**config.mk**
```make
export PLATFORM = sky130hd
export DESIGN_NAME = t01_piece_queue
export DESIGN_NICKNAME = d
export VERILOG_FILES = /design/src/rtl/t01_pkg.sv /design/src/rtl/t01_shift_fifo.sv /design/src/rtl/t01_piece_queue.sv
export SDC_FILE = /design/constraint.sdc
export NUM_CORES = 1
export LEC_CHECK = 0
export BUFFER_PORTS_ARGS = -buffer_cell sky130_fd_sc_hd__buf_2
export CAP_MARGIN = 10
export CORE_ASPECT_RATIO = 0.9
export CORE_UTILIZATION = 59
export DETAILED_ROUTE_END_ITERATION = 6
export PLACE_DENSITY = 0.91
export SYNTH_ARGS = -nofsm -noshare
export SYNTH_HDL_FRONTEND = slang
export SYNTH_HIERARCHICAL = 1
export SYNTH_SLANG_ARGS = --single-unit
```
**constraint.sdc**
```tcl
create_clock -name clk -period 5.56 [get_ports clk]
set_input_delay 1.112 -clock clk [delete_from_list [all_inputs] [get_ports clk]]
set_output_delay 1.112 -clock clk [all_outputs]
set_load 0.005 [all_outputs]
```
**src/rtl/t01_pkg.sv**
```systemverilog
// t01_pkg: shared piece width, empty-piece code and queue FSM states.
package t01_pkg;
  localparam int PIECE_W = 3;
  localparam logic [PIECE_W-1:0] PIECE_NONE = 3'd7;
  typedef enum logic [1:0] {S_INIT, S_FILL, S_FULL} state_e;
endpackage

```
**src/rtl/t01_shift_fifo.sv**
```systemverilog
// t01_shift_fifo: DEPTH x 3-bit FIFO whose entries shift toward the head (entry 0) on pop.
module t01_shift_fifo import t01_pkg::*; #(
  parameter int DEPTH = 3,
  parameter int CW = $clog2(DEPTH + 1)
) (
  input  logic                       clk,
  input  logic                       rst,
  input  logic                       push_i,
  input  logic                       pop_i,
  input  logic [PIECE_W-1:0]         din_i,
  output logic [CW-1:0]              count_o,
  output logic [DEPTH*PIECE_W-1:0]   ent_o
);
  localparam int EW = DEPTH * PIECE_W;
  logic [CW-1:0] cnt_q, cnt_d, wr;
  logic [EW-1:0] ent_q, ent_d, shf;
  logic pop, push;
  always_comb begin
    pop   = pop_i && cnt_q != '0;
    push  = push_i && (cnt_q != CW'(DEPTH) || pop);
    shf   = pop ? ent_q >> PIECE_W : ent_q;
    wr    = cnt_q - CW'(pop);
    ent_d = push ? (shf & ~(EW'({PIECE_W{1'b1}}) << (wr * PIECE_W))) | (EW'(din_i) << (wr * PIECE_W)) : shf;
    cnt_d = cnt_q + CW'(push) - CW'(pop);
  end
  always_ff @(posedge clk or posedge rst) begin
    if (rst) begin
      cnt_q <= '0;
      ent_q <= '0;
    end else begin
      cnt_q <= cnt_d;
      ent_q <= ent_d;
    end
  end
  assign count_o = cnt_q;
  assign ent_o   = ent_q;
endmodule

```
**src/rtl/t01_piece_queue.sv**
```systemverilog
// t01_piece_queue: preview queue pulling pieces from the generator, re-rolling immediate repeats.
module t01_piece_queue import t01_pkg::*; #(
  parameter int DEPTH      = 3,
  parameter int MAX_REROLL = 1
) (
  input  logic               clk,
  input  logic               rst,
  input  logic               pause,
  input  logic [PIECE_W-1:0] block_type_in,
  output logic               lfsr_enable,
  input  logic               spawn_req,
  output logic [PIECE_W-1:0] piece_out,
  output logic               piece_valid,
  output logic [PIECE_W-1:0] next_piece,
  output logic               queue_full,
  output logic               spawn_miss
);
  localparam int CW = $clog2(DEPTH + 1);
  localparam int RW = $clog2(MAX_REROLL + 2);
  state_e state_q, state_d;
  logic [CW-1:0] count;
  logic [DEPTH*PIECE_W-1:0] ent;
  logic [PIECE_W-1:0] last_q, last_d;
  logic [RW-1:0] reroll_q, reroll_d;
  logic miss_q, pop, draw, rep, push;
  t01_shift_fifo #(.DEPTH(DEPTH), .CW(CW)) u_fifo (
    .clk     (clk),
    .rst     (rst),
    .push_i  (push),
    .pop_i   (pop),
    .din_i   (block_type_in),
    .count_o (count),
    .ent_o   (ent)
  );
  // Repeat check is against the last enqueued piece; 7 is a no-piece code and never consumes a reroll.
  always_comb begin
    pop      = spawn_req && piece_valid;
    draw     = (state_q == S_FILL || (state_q == S_FULL && pop)) && !pause;
    rep      = draw && block_type_in != PIECE_NONE && block_type_in == last_q && reroll_q < RW'(MAX_REROLL);
    push     = draw && block_type_in != PIECE_NONE && !rep;
    last_d   = push ? block_type_in : last_q;
    reroll_d = push ? '0 : rep ? reroll_q + 1'b1 : reroll_q;
  end
  always_ff @(posedge clk or posedge rst) begin
    if (rst) begin
      state_q  <= S_INIT;
      last_q   <= PIECE_NONE;
      reroll_q <= '0;
      miss_q   <= 1'b0;
    end else begin
      state_q  <= state_d;
      last_q   <= last_d;
      reroll_q <= reroll_d;
      miss_q   <= spawn_req && !piece_valid;
    end
  end
  always_comb begin
    state_d = state_q == S_INIT ? S_FILL : (count + CW'(push) - CW'(pop)) == CW'(DEPTH) ? S_FULL : S_FILL;
  end
  always_comb begin
    lfsr_enable = draw;
    piece_valid = count != '0;
    piece_out   = piece_valid ? ent[PIECE_W-1:0] : '0;
    next_piece  = count >= CW'(2) ? ent[2*PIECE_W-1:PIECE_W] : '0;
    queue_full  = count == CW'(DEPTH);
    spawn_miss  = miss_q;
  end
endmodule

```
=== After elaboration in Yosys (flattened, before gate mapping) ===
Cells that the tools add are included.

* Memories kept: 0
* RAM bits: 0
* Flip-flop bits (word level): 19
* Logic and storage cells: 53
* Memory bits (read-only): 0
* Latch bits: 0

* Reduce and logical (&&, ||, !) cells: 18
* Shift-type cells: 2
* Add/sub/neg operators: 6
* Equal/unequal tests: 7
* Bitwise logic cells: 3
* Div/mod/pow operators: 0
* Multiply operators: 1
* Muxes and demuxes: 8
* $lt $le $gt $ge: 2

{| class="wikitable"
|+ Operators by type and width
! operator !! number
|-
| 9-bit 2-to-1 mux || 2
|-
| 1-bit logical AND || 10
|-
| 9-bit AND || 1
|-
| 9-bit inverter || 1
|-
| 9-bit OR || 1
|-
| 3-bit by 4-bit left shift with 9-bit output || 1
|-
| 3-bit by 4-bit left shift with 9-bit output, first input constant || 1
|-
| 2-bit 2-to-1 mux || 4
|-
| 2-bit equality test, second input constant || 3
|-
| 3-bit 2-to-1 mux || 2
|-
| 2-bit by 1-bit subtractor with 2-bit output || 3
|-
| 2-bit by 1-bit adder with 2-bit output || 2
|-
| 2-bit by 2-bit multiplier with 4-bit output, second input constant || 1
|-
| 2-bit nonzero test || 2
|-
| 3-bit equality test || 1
|-
| 1-bit logical NOT || 3
|-
| 3-bit != test, second input constant || 1
|-
| 2-bit by 1-bit adder with 2-bit output, second input constant || 1
|-
| 2-bit by 1-bit equality test with 1-bit output, second input constant || 1
|-
| 2-bit greater-or-equal comparator, second input constant || 1
|-
| 2-bit logical NOT || 1
|-
| 1-bit logical OR || 2
|-
| 2-bit by 1-bit less-than comparator with 1-bit output, second input constant || 1
|-
| 2-bit != test, second input constant || 1
|}

=== Longest topological paths before layout ===
Gate-level depths: netlist of run 1.

* Depth after elaboration: 15
* Mapped depth: 12
* Mapped depth without buffers: 11

=== By module ===
Netlist of run 1, hierarchy kept.

{| class="wikitable"
|+ Modules (own cells, without submodules)
! module !! area an instance (um^2) !! times used !! cells an instance
|-
| t01_shift_fifo || 613.1 || 1 || 53
|-
| t01_piece_queue || 533.0 || 1 || 50
|}

=== Worst setup path before layout of run 1 ===
No wires, ideal clock.

* Path type: input -> register
* Start point: in spawn_req
* End point: reg state_q[0]
* Cell stages on the path: 10
* Slack: 2.822 ns
* Arrival time: 2.624 ns
* Data required time: 5.446 ns
* Cell sequence: a31oi_4 > a311oi_4 > nand2_1 > ha_1 > inv_1 > ha_1 > xnor2_1 > xnor2_1 > o211a_1 > inv_1

* Longest elaborated chain between the ends: 14

{| class="wikitable"
|+ RTL lines
! what !! line !! RTL
|-
| from (decl) || t01_piece_queue.sv:11 || <nowiki>input logic spawn_req,</nowiki>
|-
| 1-bit logical AND (*) || t01_piece_queue.sv:37 || <nowiki>pop = spawn_req && piece_valid;</nowiki>
|-
| 1-bit logical AND || t01_piece_queue.sv:38 || <nowiki>draw = (state_q == S_FILL || (state_q == S_FULL && pop)) && !pause;</nowiki>
|-
| 1-bit logical OR || t01_piece_queue.sv:38 ||
|-
| 1-bit logical AND || t01_piece_queue.sv:38 ||
|-
| 1-bit logical AND || t01_piece_queue.sv:39, t01_piece_queue.sv:40 ||
|-
| 1-bit logical AND (2 in series) || t01_piece_queue.sv:39 || <nowiki>rep = draw && block_type_in != PIECE_NONE && block_type_in == last_q && reroll_q < RW'(MAX_REROLL);</nowiki>
|-
| 1-bit logical NOT || t01_piece_queue.sv:40 || <nowiki>push = draw && block_type_in != PIECE_NONE && !rep;</nowiki>
|-
| 1-bit logical AND || t01_piece_queue.sv:40 ||
|-
| 2-bit by 1-bit adder with 2-bit output || t01_piece_queue.sv:58 || <nowiki>state_d = state_q == S_INIT ? S_FILL : (count + CW'(push) - CW'(pop)) == CW'(DEPTH) ? S_FULL : S_FILL;</nowiki>
|-
| 2-bit by 1-bit subtractor with 2-bit output (*) || t01_piece_queue.sv:58 ||
|-
| 2-bit equality test (*) || t01_piece_queue.sv:58 ||
|-
| 2-bit 2-to-1 mux (*) (2 in series) || t01_piece_queue.sv:58 ||
|-
| via state_d[0] || t01_piece_queue.sv:20 || <nowiki>state_e state_q, state_d;</nowiki>
|-
| to (signal assigned) || t01_piece_queue.sv:51 || <nowiki>state_q <= state_d;</nowiki>
|-
| to (decl) || t01_piece_queue.sv:20 ||
|}

Mark *: on every way through the listed nets, which the timed path passes. The rest lies on a longest branch.
A chain may end at the register's enable or synchronous reset.

=== Final worst setup path of run 1 ===
* Start point: reg u_fifo.cnt_q[1] (netlist: u_fifo/count_o[1])
* End point: reg state_q[0]

* Longest elaborated chain between the ends: 15

{| class="wikitable"
|+ RTL lines
! what !! line !! RTL
|-
| from (decl) || t01_shift_fifo.sv:15 || <nowiki>logic [CW-1:0] cnt_q, cnt_d, wr;</nowiki>
|-
| from (signal assigned) || t01_shift_fifo.sv:31 || <nowiki>cnt_q <= cnt_d;</nowiki>
|-
| 2-bit nonzero test || t01_piece_queue.sv:62 || <nowiki>piece_valid = count != '0;</nowiki>
|-
| 1-bit logical AND || t01_piece_queue.sv:37 ||
|-
| 1-bit logical AND || t01_piece_queue.sv:38 ||
|-
| 1-bit logical OR || t01_piece_queue.sv:38 ||
|-
| 1-bit logical AND || t01_piece_queue.sv:38 ||
|-
| 1-bit logical AND || t01_piece_queue.sv:39, t01_piece_queue.sv:40 ||
|-
| 1-bit logical AND (2 in series) || t01_piece_queue.sv:39 ||
|-
| 1-bit logical NOT || t01_piece_queue.sv:40 ||
|-
| 1-bit logical AND || t01_piece_queue.sv:40 ||
|-
| 2-bit by 1-bit adder with 2-bit output || t01_piece_queue.sv:58 ||
|-
| 2-bit by 1-bit subtractor with 2-bit output (*) || t01_piece_queue.sv:58 ||
|-
| 2-bit equality test (*) || t01_piece_queue.sv:58 ||
|-
| 2-bit 2-to-1 mux (*) (2 in series) || t01_piece_queue.sv:58 ||
|-
| via state_d[0] || t01_piece_queue.sv:20 ||
|}

Marked as above.

==> out/summary.txt, run 1 <==
Hold WC Path Type: flop to flop
Die width: 48.5 um
Vias per inst: 5.21
Detailed Routing Iterations Pass 1: 4
Syn_nets: 115
GPL Wtd Cong: 0.789
First-pass GRT wire length: 3220 um
Leading register cell type out of synthesis: dfrtp_1
Iter 0 DRT Violations: 11
Wire per inst: 13.4 um
Synth area leader: dfrtp_1
Clk Latency, worst-skew pair: 0.30 ns
Synth unique cells: 28
Slowest cell on crit path: dfrtp_1
Vias in the first global route: 737
Combinational power share: 50.9%
Crit path from: u_fifo/count_o[1]
Max FO, Critical Path: 13
Worst Path Required: 5.76 ns
Num CTS Buffers: 3
Sw Share: 39.0%
Multi-input gate area: 602 um2
Area delta synth->final: 10.9%
Nets: 134
Pwr Density: 516 nW/um2
DIE AREA: 2120 um2
TNS Setup: 0 ns
Clk pwr share: 10.5%
Pins Over Slew Limit: 0
Worst Reg2Reg Path Length in Cells: 11
Core area: 1750 um2
Worst path depth: 11
Maxcap violations: 0
Ratio of cells with drive above 1 in the final layout: 27.3%
Final setup viols: 0
FF/Latch Area: 479 um2
Psw: 256 uW
Max Buffers Root-to-Sink: 2
GRT Util Overall: 20.8%
Max Fclk: 352 MHz
Vias: 755
Reg clk slew, reported paths: 0.10 ns
R2r endpoint: state_q[0]
Startpoint Class: flop
CP top delay family: compound AO/OA/AOI/OAI gates
Worst setup endpoint: state_q[0]
I/O Buffers: 16
Status: finished clean
Flop2flop setup slack: 2.72 ns
Worst path cell trace: or2_1 -> a31oi_4 -> a311oi_4 -> nand2_1 -> ha_1 -> inv_1 -> ha_1 -> xnor2_1 -> xnor2_1 -> o211a_1 -> inv_1
Antenna violations before repair: 0
Avg Cell Area, Syn: 11.1 um2
WP buf/inv: 2
Post-DRT Antenna Nets: 0
Peak supply drop: 0.000270 V
Clk sink count: 19
Initial core utilization: 65.4%
Final Cycle Share: 51.1%
IO Pins: 17
Clock Root Buffer: clkbuf_4
Number of synthesized flops with an enable pin: 0
Post-DP HPWL: 1520 um
Worst reg2reg path startpoint: u_fifo/count_o[1]
Site row count: 14
Layout fillers: 127
Routed wire length: 1940 um
Antenna cells: 0
Largest net degree at the start of global routing: 14
Setup Crit Path Kind: flop to flop
Die Y: 43.8 um
Post_cts resized: 0
Count of warnings emitted by yosys: 6
Share of the synthesized area in the top cell type: 34.9%
H-tree depth: 1
Cell Int Power: 400 uW
Post-Synthesis Cell Area: 1150 um2
Slew @ Worst Pin: 0.443 ns
Clock Skew: 0.00255 ns
Synth Instances: 103
Grt total ovfl: 0
Hold_buf cts: 0
Relative slew slack: 70.4%
Post-synthesis sequential area ratio: 41.8%
CTS tree: built
FFs w/ async S/R, synth: 100%
Final Hold Viols: 0
DRC Markers: 0
Crit. End Element: flop
P_leak: 0.000650 uW
CP arrival: 3.04 ns
Crit-path max cell delay: 0.62 ns
Synth top area cells: dfrtp_1, mux2i_1, dfstp_2
Postcts setup bufs: 0
Layout Utilization: 72.6%
Tmin final: 2.84 ns
RSZ-0062 raised after global routing: no
FF+latch count, synth: 19
Sequential share of power: 38.5%
## cells in the final DEF (no fill, tap or decap)
| master | synthesis | final |
|---|---|---|
| nand3_1 | 1 | 1 |
| ha_1 | 5 | 5 |
| and2b_1 | 1 | 1 |
| nand2_1 | 6 | 6 |
| clkinv_2 | 0 | 1 |
| buf_2 | 1 | 16 |
| a21boi_0 | 1 | 1 |
| mux2_2 | 4 | 4 |
| or3b_4 | 1 | 1 |
| and2_1 | 9 | 9 |
| mux2_1 | 1 | 1 |
| o211a_1 | 1 | 1 |
| nor2_1 | 4 | 4 |
| a311oi_4 | 1 | 1 |
| clkbuf_4 | 0 | 3 |
| a31oi_4 | 1 | 1 |
| nor2b_1 | 2 | 2 |
| or2_1 | 2 | 2 |
| xnor2_1 | 7 | 7 |
| nand2b_1 | 1 | 1 |
| o21ai_4 | 1 | 1 |
| nand4_1 | 1 | 1 |
| inv_1 | 14 | 14 |
| o21ai_1 | 1 | 1 |
| a21oi_4 | 1 | 1 |
| nor2b_4 | 1 | 1 |
| dfstp_2 | 3 | 3 |
| mux2i_1 | 15 | 15 |
| dfrtp_1 | 16 | 16 |
## per-layer routing
metal | wire [um] | track usage [%] | vias to the layer above
met5 | 0 | 0 | -
met4 | 23 | 7.65 | 0
met3 | 85 | 5.61 | 4
met2 | 947 | 35.8 | 16
met1 | 887 | 25.5 | 362
li1 | - | - | 373
## power groups by stage
stage                     clock network (uW)  logic, uW  registers (uW)
after floorplan                            0        277             236
after global placement                     0        315             253
after detailed placement                   0        332             256
after CTS                               72.3        336             254
after global routing                    75.5        369             263
final                                   69.1        334             253
## how the worst min path moves through the flow
stage                      startpoint           to  cells after the start
after floorplan           reroll_q[1]  reroll_q[1]                      1
after global routing      reroll_q[1]  reroll_q[1]                      1
after CTS                 reroll_q[0]  reroll_q[0]                      1
final                     reroll_q[0]  reroll_q[0]                      1
after detailed placement  reroll_q[0]  reroll_q[0]                      1
after global placement    reroll_q[1]  reroll_q[1]                      1
## cells in the mapped netlist, drive strengths merged (2+ instances only)
cell / instances
dfrtp: 16
nand2: 6
buf: 2
inv: 14
nor2: 4
mux2i: 15
o21ai: 2
dfstp: 3
and2: 9
nor2b: 3
mux2: 5
xnor2: 7
ha: 5
or2: 2
## logic make-up after synthesis
family / after synthesis / synth area share, %
AOI/OAI and AO/OA: 7 / 8.95
xor gates and xnor gates: 7 / 5.35
adders and majority gates: 5 / 5.46
buffers and inverters: 16 / 5.68
DFF: 19 / 41.8
muxes: 20 / 18.0
and+or+nand+nor: 29 / 14.7
## flip-flops by register name, indices dropped and copies added, names as in the netlist
register and count:
state_q 2, last_q 3, u_fifo/ent_o 9, u_fifo/count_o 2, reroll_q 2, spawn_miss 1
## final cells by class
class | count | area share, %
clock buffers | 3 | 1.77
clock inverters | 1 | 0.394
well taps | 24 | 2.36
multi-input cells | 68 | 47.3
flip-flops and latches | 19 | 37.7
inverters | 14 | 4.13
repair buffers | 16 | 6.30
## through the flow
stage / total power [uW] / setup slack [ns] / area (um2) / cells / hold WS, ns
after floorplan: 513 / 2.82 / 1150 / 103 / 0.481
after global placement: 568 / 2.62 / 1240 / 141 / 0.491
after detailed placement: 588 / 2.50 / 1240 / 141 / 0.507
after CTS: 662 / 2.70 / 1270 / 145 / 0.533
after global routing: 708 / 2.54 / 1270 / 145 / 0.553
final: 656 / 2.72 / 1270 / 145 / 0.530
Power figures use the tool's default switching activity.
==> run 2: changes to the inputs <==
Settings changed: CORE_UTILIZATION 59 to 50, PLACE_DENSITY 0.91 to 0.83.
Clock period 5.56 ns to 2.5 ns, I/O delays scaled along.
==> run 2 against run 1 <==
  * Clock skew rose by 0.0047 ns
  * Critical path depth stayed put
  * Sequential share of layout area decreased by 0.98 points
  * Hold slack got worse by 0.40 ns
  * Design area rose by 2.7%
  * Largest power group unchanged
  * Die area rose by 17%
  * Combinational power is 150% higher
==> out/summary.txt, run 2 (same netlist as run 1, synthesis figures left out) <==
Status: finished clean (unchanged)
I/O Buffers: 16 (unchanged)
Max FO, Critical Path: 7 (was 13)
Cell Int Power: 928 uW (was 400 uW)
Die width: 52.5 um (was 48.5 um)
Combinational power share: 55.3% (was 50.9%)
Worst Path Required: 2.70 ns (was 5.76 ns)
Core area: 2160 um2 (was 1750 um2)
CTS tree: built (unchanged)
Final setup viols: 0 (unchanged)
Slowest cell on crit path: dfrtp_1 (unchanged)
Wire per inst: 12.7 um (was 13.4 um)
Overall Power: 1510 uW (was 656 uW)
Detailed Routing Iterations Pass 1: 4 (unchanged)
Final Cycle Share: 92.0% (was 51.1%)
Final Hold Viols: 0 (unchanged)
Maxcap violations: 0 (unchanged)
Relative slew slack: 71.6% (was 70.4%)
Clock Skew: 0.00726 ns (was 0.00255 ns)
H-tree depth: 1 (unchanged)
DRC Markers: 0 (unchanged)
Peak supply drop: 0.000614 V (was 0.000270 V)
IO Pins: 17 (unchanged)
CP top delay family: compound AO/OA/AOI/OAI gates (unchanged)
Hold_buf cts: 0 (unchanged)
Die Y: 47.4 um (was 43.8 um)
Vias per inst: 4.96 (was 5.21)
Postcts setup bufs: 0 (unchanged)
Vias: 754 (was 755)
Setup Crit Path Kind: flop to flop (unchanged)
P_leak: 0.000669 uW (was 0.000650 uW)
Layout fillers: 186 (was 127)
Crit-path max cell delay: 0.35 ns (was 0.62 ns)
Fin cells: 152 (was 145)
Crit. End Element: flop (unchanged)
Largest register FFs: 9 (unchanged)
CP arrival: 2.50 ns (was 3.04 ns)
WP buf/inv: 2 (unchanged)
RSZ-0062 raised after global routing: no (unchanged)
Largest net degree at the start of global routing: 13 (was 14)
Pins Over Slew Limit: 0 (unchanged)
Most frequent cells in the layout: buf_2, dfrtp_1, mux2i_1 (unchanged)
First-pass GRT wire length: 3090 um (was 3220 um)
Grt total ovfl: 0 (unchanged)
Startpoint Class: flop (unchanged)
Sequential share of power: 34.5% (was 38.5%)
Max Fclk: 435 MHz (was 352 MHz)
Slew @ Worst Pin: 0.425 ns (was 0.443 ns)
Layout Utilization: 60.4% (was 72.6%)
GPL Wtd Cong: 0.811 (was 0.789)
Post_cts resized: 0 (unchanged)
Iter 0 DRT Violations: 5 (was 11)
Antenna cells: 0 (unchanged)
Reg clk slew, reported paths: 0.11 ns (was 0.10 ns)
Post-DP HPWL: 1560 um (was 1520 um)
Antenna violations before repair: 0 (unchanged)
Tmin final: 2.30 ns (was 2.84 ns)
Clk Latency, worst-skew pair: 0.30 ns (about the same)
DIE AREA: 2490 um2 (was 2120 um2)
Post-DRT Antenna Nets: 0 (unchanged)
Routed wire length: 1940 um (about the same)
Nets: 138 (was 134)
Sw Share: 38.4% (was 39.0%)
Clk pwr share: 10.2% (was 10.5%)
Clock Root Buffer: clkbuf_4 (unchanged)
GRT Util Overall: 17.4% (was 20.8%)
Area delta synth->final: 13.9% (was 10.9%)
Clk sink count: 19 (unchanged)
Psw: 579 uW (was 256 uW)
Site row count: 16 (was 14)
Ratio of cells with drive above 1 in the final layout: 29.6% (was 27.3%)
Initial core utilization: 53.0% (was 65.4%)
Worst path cell trace: or2_1 -> a31oi_4 -> a311oi_4 -> nand2_1 -> ha_1 -> inv_1 -> ha_1 -> xnor2_1 -> xnor2_1 -> o211a_1 -> inv_1 (unchanged)
Max Buffers Root-to-Sink: 2 (unchanged)
Hold_ws: 0.133 ns (was 0.530 ns)
Placed insts: 148 (was 141)
TNS Setup: 0 ns (unchanged)
Hold WC Path Type: input pin to async pin (was flop to flop)
Pwr Density: 1160 nW/um2 (was 516 nW/um2)
Num CTS Buffers: 3 (unchanged)
Vias in the first global route: 725 (was 737)
## run 2: changes by cell type in the layout (fill, tap and decap cells not counted)
| cell | delta |
|---|---|
| buf_4 | +4 |
## run 2: final timing paths
kind	from	to	slack, ns	cells past startpoint
worst max-delay path	u_fifo/count_o[1]	state_q[0]	0.20	11
worst min-delay path	rst	state_q[0]	0.13	2
worst max register to register	u_fifo/count_o[1]	state_q[0]	0.20	11
worst min register to register	reroll_q[1]	reroll_q[1]	0.52	1
max in group asynchronous	rst	u_fifo/ent_o[7]	2.01	2
min in group clk	spawn_req	spawn_miss	0.45	3
## run 2: per-layer routing
layer	GRT usage (%)	part of all wire (%)	vias to the layer above
li1	-	-	383
met1	23.3	46	356
met2	28.4	50	9
met3	2.22	2.0	6
met4	8.95	1.8	0
met5	0	0	-
## run 2: worst reg2reg max path: stages (launching register included)
cell and delay (ns):
dfrtp_1 0.35, or2_1 0.26, a31oi_4 0.15, a311oi_4 0.29, nand2_1 0.11, ha_1 0.29, inv_1 0.04, ha_1 0.18
xnor2_1 0.18, xnor2_1 0.14, o211a_1 0.18, inv_1 0.05
## run 2: metrics by stage
stage | area (um2) | setup WS [ns]
5_1_grt | 1310 | 0.0197
2_1_floorplan | 1150 | 0.181
3_3_place_gp | 1280 | 0.253
4_1_cts | 1310 | 0.164
6_report | 1310 | 0.200
3_5_place_dp | 1280 | 0.197
## run 2: area by class of cell
class | instances | area (um2) | area share [%]
Clock buffer | 3 | 22.5 | 1.73
Clock inverter | 1 | 5.00 | 0.384
Inverter | 14 | 52.6 | 4.03
Multi-Input combinational cell | 68 | 602 | 46.1
Sequential cell | 19 | 479 | 36.7
Tap cell | 27 | 33.8 | 2.59
Timing Repair Buffer | 20 | 110 | 8.44
## run 2: power groups by stage
stage               combinational (uW)  clock, uW  sequential [uW]
floorplan                          615          0              525
global placement                   801          0              519
detailed placement                 837          0              526
CTS                                842        159              520
global route                       924        173              533
finish                             833        154              520
